**config.mk**
```make
export PLATFORM = sky130hd
export DESIGN_NAME = tick_slot_arbiter_flat
export DESIGN_NICKNAME = d
export VERILOG_FILES = /design/src/rtl/tick_slot_arbiter_if.sv /design/src/rtl/tick_slot_arbiter.sv /design/src/flat_wrapper.sv
export SDC_FILE = /design/constraint.sdc
export NUM_CORES = 1
export LEC_CHECK = 0
export ABC_AREA = 0
export CORE_MARGIN = 2
export CORE_UTILIZATION = 52
export CTS_BUF_LIST = sky130_fd_sc_hd__clkbuf_2 sky130_fd_sc_hd__clkbuf_4 sky130_fd_sc_hd__clkbuf_8
export DETAILED_ROUTE_END_ITERATION = 12
export PLACE_DENSITY = 0.81
export REMOVE_ABC_BUFFERS = 1
export SLEW_MARGIN = 5
export SYNTH_ARGS = -nofsm -noshare
export SYNTH_HDL_FRONTEND = slang
export SYNTH_SLANG_ARGS = --single-unit
```
**constraint.sdc**
```tcl
create_clock -name clk -period 2.2 [get_ports clk]
set_clock_uncertainty 0.05 [all_clocks]
set_input_delay 0.22 -clock clk [delete_from_list [all_inputs] [get_ports clk]]
set_output_delay 0.22 -clock clk [all_outputs]
set_load 0.005 [all_outputs]
```
**src/rtl/tick_slot_arbiter_if.sv**
```systemverilog
// Bundle between the sync-paced slot arbiter and its environment: tick, requests,
// slot length in; one-hot grant with owner index and start/end pulses out.
interface tick_slot_arbiter_if #(
   parameter int N_REQ = 4,
   parameter int ID_W  = 2,
   parameter int LEN_W = 3
);
   logic             tick;
   logic [N_REQ-1:0] req;
   logic [LEN_W-1:0] slot_len;
   logic [N_REQ-1:0] grant;
   logic [ID_W-1:0]  grant_id;
   logic             busy;
   logic             grant_start;
   logic             grant_end;

   modport master (
      output tick, req, slot_len,
      input  grant, grant_id, busy, grant_start, grant_end
   );

   modport slave (
      input  tick, req, slot_len,
      output grant, grant_id, busy, grant_start, grant_end
   );
endinterface

```
**src/rtl/tick_slot_arbiter.sv**
```systemverilog
// Round-robin owner of a shared resource, re-arbitrated only on sync ticks; a grant
// lasts slot_len ticks (0 means 1) or ends early when the owner drops its request.
module tick_slot_arbiter #(
   parameter int N_REQ = 4,
   parameter int ID_W  = 2,
   parameter int LEN_W = 3
) (
   input logic clk,
   input logic rst,
   tick_slot_arbiter_if.slave bus
);

   typedef enum logic {
      IDLE,
      GRANT
   } state_t;

   state_t           state_q, state_d;
   logic [N_REQ-1:0] grant_q, grant_d;
   logic [ID_W-1:0]  grantId_q, grantId_d;
   logic [ID_W-1:0]  ptr_q, ptr_d;
   logic [LEN_W-1:0] cnt_q, cnt_d;
   logic [LEN_W-1:0] len_q, len_d;
   logic             grantStart_q, grantStart_d;
   logic             grantEnd_q, grantEnd_d;

   logic [ID_W-1:0]  sel;
   logic             found;
   logic [ID_W-1:0]  candidate;
   logic [LEN_W-1:0] lenEff;
   logic             endByTicks;
   logic             endByRelease;

   // Search starts just past the last owner so every requester gets a turn.
   always_comb begin
      found     = 1'b0;
      sel       = ptr_q;
      candidate = '0;
      for (int k = 1; k <= N_REQ; k++) begin
         candidate = ID_W'((int'(ptr_q) + k) % N_REQ);
         if (!found && bus.req[candidate]) begin
            found = 1'b1;
            sel   = candidate;
         end
      end
   end

   assign lenEff       = (bus.slot_len == '0) ? LEN_W'(1) : bus.slot_len;
   assign endByTicks   = bus.tick && (cnt_q == len_q - LEN_W'(1));
   assign endByRelease = !bus.req[grantId_q];

   // Next-state logic: arbitrate on a tick while idle; count ticks and watch for
   // release while granted. The tick that ends a grant is never reused to arbitrate.
   always_comb begin
      state_d      = state_q;
      grant_d      = grant_q;
      grantId_d    = grantId_q;
      ptr_d        = ptr_q;
      cnt_d        = cnt_q;
      len_d        = len_q;
      grantStart_d = 1'b0;
      grantEnd_d   = 1'b0;
      unique case (state_q)
         IDLE: begin
            if (bus.tick && found) begin
               state_d      = GRANT;
               grant_d      = N_REQ'(1) << sel;
               grantId_d    = sel;
               ptr_d        = sel;
               len_d        = lenEff;
               cnt_d        = '0;
               grantStart_d = 1'b1;
            end
         end
         GRANT: begin
            if (endByTicks || endByRelease) begin
               state_d    = IDLE;
               grant_d    = '0;
               grantEnd_d = 1'b1;
            end else if (bus.tick) begin
               cnt_d = cnt_q + LEN_W'(1);
            end
         end
         default: begin
            state_d = IDLE;
            grant_d = '0;
         end
      endcase
   end

   // Reset leaves requester 0 first in line by parking the pointer on the last index.
   always_ff @(posedge clk or posedge rst) begin
      if (rst) begin
         state_q      <= IDLE;
         grant_q      <= '0;
         grantId_q    <= '0;
         ptr_q        <= ID_W'(N_REQ - 1);
         cnt_q        <= '0;
         len_q        <= LEN_W'(1);
         grantStart_q <= 1'b0;
         grantEnd_q   <= 1'b0;
      end else begin
         state_q      <= state_d;
         grant_q      <= grant_d;
         grantId_q    <= grantId_d;
         ptr_q        <= ptr_d;
         cnt_q        <= cnt_d;
         len_q        <= len_d;
         grantStart_q <= grantStart_d;
         grantEnd_q   <= grantEnd_d;
      end
   end

   assign bus.grant       = grant_q;
   assign bus.grant_id    = grantId_q;
   assign bus.busy        = |grant_q;
   assign bus.grant_start = grantStart_q;
   assign bus.grant_end   = grantEnd_q;

endmodule

```
**src/flat_wrapper.sv**
```systemverilog
// flat-port wrapper written by rule: the top's interface ports become plain ports
module tick_slot_arbiter_flat 
#(
   parameter int N_REQ = 4,
   parameter int ID_W  = 2,
   parameter int LEN_W = 3
)
  (clk, rst, bus_tick, bus_req, bus_slot_len, bus_grant, bus_grant_id, bus_busy, bus_grant_start, bus_grant_end);
  tick_slot_arbiter_if #(.N_REQ(N_REQ), .ID_W(ID_W), .LEN_W(LEN_W)) bus_i ();
  input logic clk;
  input logic rst;
  input wire logic [$bits(bus_i.tick)-1:0] bus_tick;
  input wire logic [$bits(bus_i.req)-1:0] bus_req;
  input wire logic [$bits(bus_i.slot_len)-1:0] bus_slot_len;
  output wire logic [$bits(bus_i.grant)-1:0] bus_grant;
  output wire logic [$bits(bus_i.grant_id)-1:0] bus_grant_id;
  output wire logic [$bits(bus_i.busy)-1:0] bus_busy;
  output wire logic [$bits(bus_i.grant_start)-1:0] bus_grant_start;
  output wire logic [$bits(bus_i.grant_end)-1:0] bus_grant_end;
  assign bus_i.tick = bus_tick;
  assign bus_i.req = bus_req;
  assign bus_i.slot_len = bus_slot_len;
  assign bus_grant = bus_i.grant;
  assign bus_grant_id = bus_i.grant_id;
  assign bus_busy = bus_i.busy;
  assign bus_grant_start = bus_i.grant_start;
  assign bus_grant_end = bus_i.grant_end;
  tick_slot_arbiter #(.N_REQ(N_REQ), .ID_W(ID_W), .LEN_W(LEN_W)) u_core (.clk(clk), .rst(rst), .bus(bus_i));
endmodule
```
## Word-level counts from Yosys, hierarchy flattened

Index checks and enable logic that the tools add are counted.

- Register bits after elaboration: 17
- Output and inout bits: 9
- Word-level logic and storage cells: 73

- Add/sub/neg operators: 6
- Magnitude comparators: 5
- Equality and inequality tests: 5
- Shift operators: 1
- Multiplexer cells: 32
- Bitwise logic cells: 1
- Reductions and logical operators: 15

Operators with widths:

| operator | number |
|---|---|
| $lt A2 B3 Y1 const B | 5 |
| $mux W1 | 14 |
| $mux W3 | 4 |
| $bmux W1 S2 | 5 |
| $mux W2 | 4 |
| $mux W4 | 2 |
| $pmux W4 S2 | 1 |
| $ne A2 B2 Y1 const B | 3 |
| $pmux W3 S2 | 1 |
| $logic_and A1 B1 Y1 | 5 |
| $add A2 B1 Y2 const B | 2 |
| $add A2 B2 Y2 const B | 2 |
| $logic_not A1 Y1 | 4 |
| $reduce_and A2 Y1 | 2 |
| $reduce_or A4 Y1 | 1 |
| $shl A1 B2 Y4 const A | 1 |
| $add A3 B1 Y3 const B | 1 |
| $eq A3 B3 Y1 | 1 |
| $logic_not A3 Y1 | 1 |
| $reduce_and A3 Y1 | 1 |
| $sub A3 B1 Y3 const B | 1 |
| $ne A2 B1 Y1 const B | 1 |
| $pmux W1 S2 | 1 |
| $logic_or A1 B1 Y1 | 1 |
| $not A1 Y1 | 1 |

## Logic depth before layout (Yosys ltp)

Gate-level depths: netlist (run 1).

- Word-level depth: 16
- Depth in mapped cells: 7

## Worst setup path before layout (run 1)

No wires, ideal clock.

- Path type: register -> register
- Start: register u_core.len_q[0]
- End: register u_core.cnt_q[2]
- Data arrival time: 1.811 ns
- Path slack: 0.270 ns
- Cell stages (with the launch flop): 7
- Buffers on the path: 0
- Period minus slack after synthesis: 1.930 ns
- Path through: dfstp_2 > inv_1 > ha_1 > xnor2_1 > o41ai_4 > or4_1 > nand3_1

- Longest elaborated chain between the ends: 6

RTL lines:

| what | RTL line | source |
|---|---|---|
| start: declaration | tick_slot_arbiter.sv:23 | `logic [LEN_W-1:0] len_q, len_d;` |
| start signal: assignment | tick_slot_arbiter.sv:108 | `len_q <= len_d;` |
| $sub A3 B1 Y3 | tick_slot_arbiter.sv:49 | `assign endByTicks = bus.tick && (cnt_q == len_q - LEN_W'(1));` |
| $eq A3 B3 Y1 | tick_slot_arbiter.sv:49 |  |
| $logic_and A1 B1 Y1 | tick_slot_arbiter.sv:49 |  |
| $logic_or A1 B1 Y1 | tick_slot_arbiter.sv:76 | `if (endByTicks \|\| endByRelease) begin` |
| $ne A2 B2 Y1 (no line) | n/a |  |
| $reduce_and A3 Y1 (no line) | n/a |  |
| end signal: assignment | tick_slot_arbiter.sv:107 | `cnt_q <= cnt_d;` |
| end: declaration | tick_slot_arbiter.sv:22 | `logic [LEN_W-1:0] cnt_q, cnt_d;` |

No other way between the ends.
A chain may end at the register's enable or synchronous reset.

## Worst setup path in the final report (run 1)

Same ends and word-level chain as after synthesis.

==> results of run 1 <==
==> registers in the layout, summed over array words and instances (netlist names) <==
name / flops
u_core.bus.grant_start: 1
u_core.bus.grant: 4
u_core.state_q: 1
u_core.ptr_q: 2
u_core.bus.grant_end: 1
u_core.len_q: 3
u_core.cnt_q: 3
u_core.bus.grant_id: 2
==> kinds of logic after synthesis <==
logic type / count (synthesis) / synth area share (%)
mux: 3 / 4.79
xor+xnor: 3 / 4.65
compound gates: 25 / 21.2
simple gates: 26 / 14.8
flops: 17 / 46.9
buf+inv: 9 / 4.93
fa+ha+maj: 2 / 2.74
==> synthesized netlist by cell type (all sizes together) <==
cell	count	area share, %
xnor2	2	1.9
o32ai	2	1.9
nor2	4	1.9
nand2b	2	1.4
a21o	1	0.82
o41a	1	1.4
o21a	3	2.5
xor3	1	2.7
nand3	1	0.55
and3	1	0.68
ha	2	2.7
o41ai	1	3.0
mux2i	1	1.1
dfstp	3	8.6
nor4	1	0.68
o2bb2ai	1	0.96
a31oi	2	1.4
o21ai	10	5.5
buf	2	2.1
o221ai	1	0.96
mux2	1	1.2
inv	7	2.9
a21oi	1	0.55
a32o	1	1.1
or3	1	0.68
dfrtp	14	38
nor2b	2	1.4
or4	2	1.6
nand4	1	1.4
nand2	11	4.5
mux4	1	2.5
o32a	1	1.2
==> power by group through the flow <==
stage | registers [W] | logic [W] | clock network, W
after global routing | 0.000615 | 0.000897 | 0.000188
final | 0.000597 | 0.000817 | 0.000174
after global placement | 0.000598 | 0.000789 | 0
after CTS | 0.000596 | 0.000823 | 0.000177
after floorplan | 0.000578 | 0.000540 | 0
after detailed placement | 0.000601 | 0.000817 | 0
==> stage by stage <==
stage	cells	utilization [%]	worst slack [ps]
after CTS	124	67.6	162
after detailed placement	120	65.9	181
after global routing	124	67.6	56.1
after floorplan	83	-	270
final	124	67.6	157
after global placement	120	65.9	237
==> worst min-delay path by stage <==
stage	start	to	slack (ps)	cells past startpoint
after global routing	rst	u_core.len_q[1]	330	2
after global placement	u_core.len_q[2]	u_core.len_q[2]	450	2
final	rst	u_core.bus.grant_start	270	2
after detailed placement	u_core.bus.grant[2]	u_core.bus.grant[2]	460	1
after CTS	rst	u_core.bus.grant_start	290	2
after floorplan	rst	u_core.bus.grant[0]	90	1
==> worst max-delay path, cell delays in order, from the launching register on <==
cell	delay [ps]
dfstp_2	550
inv_1	50
ha_1	300
xnor2_1	310
o41ai_4	150
or4_1	490
nand3_1	90
==> per-layer routing <==
metal / GRT usage, % / part of all wire (%) / vias up
met4: 7.43 / 0.63 / 0
met1: 24.1 / 46 / 344
met3: 3.97 / 3.3 / 2
li1: - / - / 355
met2: 33.6 / 50 / 18
met5: 0 / 0 / -
==> cell type report <==
type	count	area (um^2)	share of cell area [%]
Timing Repair Buffer	20	195	17.1
Inverter	7	26.3	2.30
Multi-Input combinational cell	59	440	38.6
Sequential cell	17	429	37.6
Tap cell	17	21.3	1.86
Clock buffer	4	30.0	2.63
==> results.md, run 1 <==
* Status: finished clean
* CP arrival at 2210 ps
* FF-to-FF Start: u_core.len_q[0]
* R2R depth at 6
* Share of layout cells above drive strength 1 at 17.8%
* Flop2flop setup slack at between 150 and 200 ps
* Die Y at 45.9 um
* First-pass GRT wire length at 2970 um
* CTS buffer count at 3
* Post-DP Area at 0.00111 mm^2
* Clk sink count at 17
* Period utilization at 92.9%
* Dpl hpwl at 1430 um
* PwrDens at 1390 mW/mm^2
* I/O pin count at 19
* Initial antenna violation count at 0
* Yosys Warn Count at 0
* Total iterations of the first detailed-routing run at 4
* Register share of total power at 37.6%
* Tmin final at 2040 ps
* Final instance area at 0.00114 mm^2
* Actual slew at the worst max-slew pin at about 620 ps
* Largest net degree at the start of global routing at 18
* CP Max Fanout at 6
* RSZ-0062 raised after global routing: false
* Rel. slew slack at 58.3%
* Leakage at just under 0.5 nW
* Antenna viol nets, final at 0
* Synth cell types at 35
* Combinational Power Share at 51.5%
* Psw at a little under 0.0006 W
* Port-buffer cells at 18
* H-tree Lvls at 1
* Worst hold slack at ~270 ps
* Worst hold path type: input pin to asynchronous set/reset pin
* Clk buf depth at 2
* Commonest cells after routing, fill and taps aside: 18 x clkdlybuf4s50_1, 14 x dfrtp_1, 11 x nand2_1, 10 x o21ai_0, 5 x inv_1
* Maxcap violations at 0
* Hold-fix buffers, CTS at 0
* Row count at 15
* Worst-path clk slew at roughly 100 ps
* # setup viols final at 0
* Setup TNS at 0 ps
* Critical path endpoint category: flop
* Register bit total from synthesis at 17
* Startpoint types: flop
* Final Hold Viols at 0
* Clock power frac at 11.0%
* WS Path Type: flop to flop
* # diodes at 0
* Data required, critical path at around 2400 ps
* Area Overhead vs Synth at 24.9%
* Total wire length at about 1900 um
* Post-CTS Setup Inserts at 0
* Core Area at 0.00169 mm^2
* Routed vias at 719
* Number of global-route vias before repair at 687
* Worst Setup EP: u_core.cnt_q[2]
* Die X at 45.9 um
* PnR Total Power at between 0.0015 and 0.002 W
* CTS tree: yes
* Final Max Tran Viols at 0
* Mapped Cells at 85
* FF-to-FF End: u_core.cnt_q[2]
* Max Fclk at slightly below 0.5 GHz
* Residual DRC at 0
* Root Driver: clkbuf_4
* VDD IR-drop max at 700 uV
* Initial Util at 54.1%
* Drt initial violations at 12
* Fill count at 137
* Die ar. at 0.00211 mm^2
* Fin nets at 120
* Post-synthesis cell area at around 910 um^2
* Routed vias/inst at 5.80
* Gpl congestion at 0.836
* CP startpoint: u_core.len_q[0]
* Routed len/inst at 15.4 um
* Post-synthesis sequential area ratio at 46.9%
* Avg Cell Area, Syn at 10.8 um^2
* Post-CTS Resized at 0
* GR Overflow Total at 0
* Most common cell after layout, fill and taps aside: clkdlybuf4s50_1
* Cell-internal power at approximately 0.00099 W
* All-Layer GR Usage at 19.7%
* Worst skew pair latency at 280 ps
* Switching share of power at 37.5%
Note: power is estimated with default switching activity, not from simulation.
==> run 2: changes to the inputs <==
--- a/config.mk
+++ b/config.mk
@@ -10,6 +10,7 @@
 export CORE_UTILIZATION = 52
 export CTS_BUF_LIST = sky130_fd_sc_hd__clkbuf_2 sky130_fd_sc_hd__clkbuf_4 sky130_fd_sc_hd__clkbuf_8
 export DETAILED_ROUTE_END_ITERATION = 12
+export GPL_ROUTABILITY_DRIVEN = 1
 export PLACE_DENSITY = 0.81
 export REMOVE_ABC_BUFFERS = 1
 export SLEW_MARGIN = 5
==> results of run 2 <==
Same layout as run 1: the final DEF is identical, and so are final timing and power.
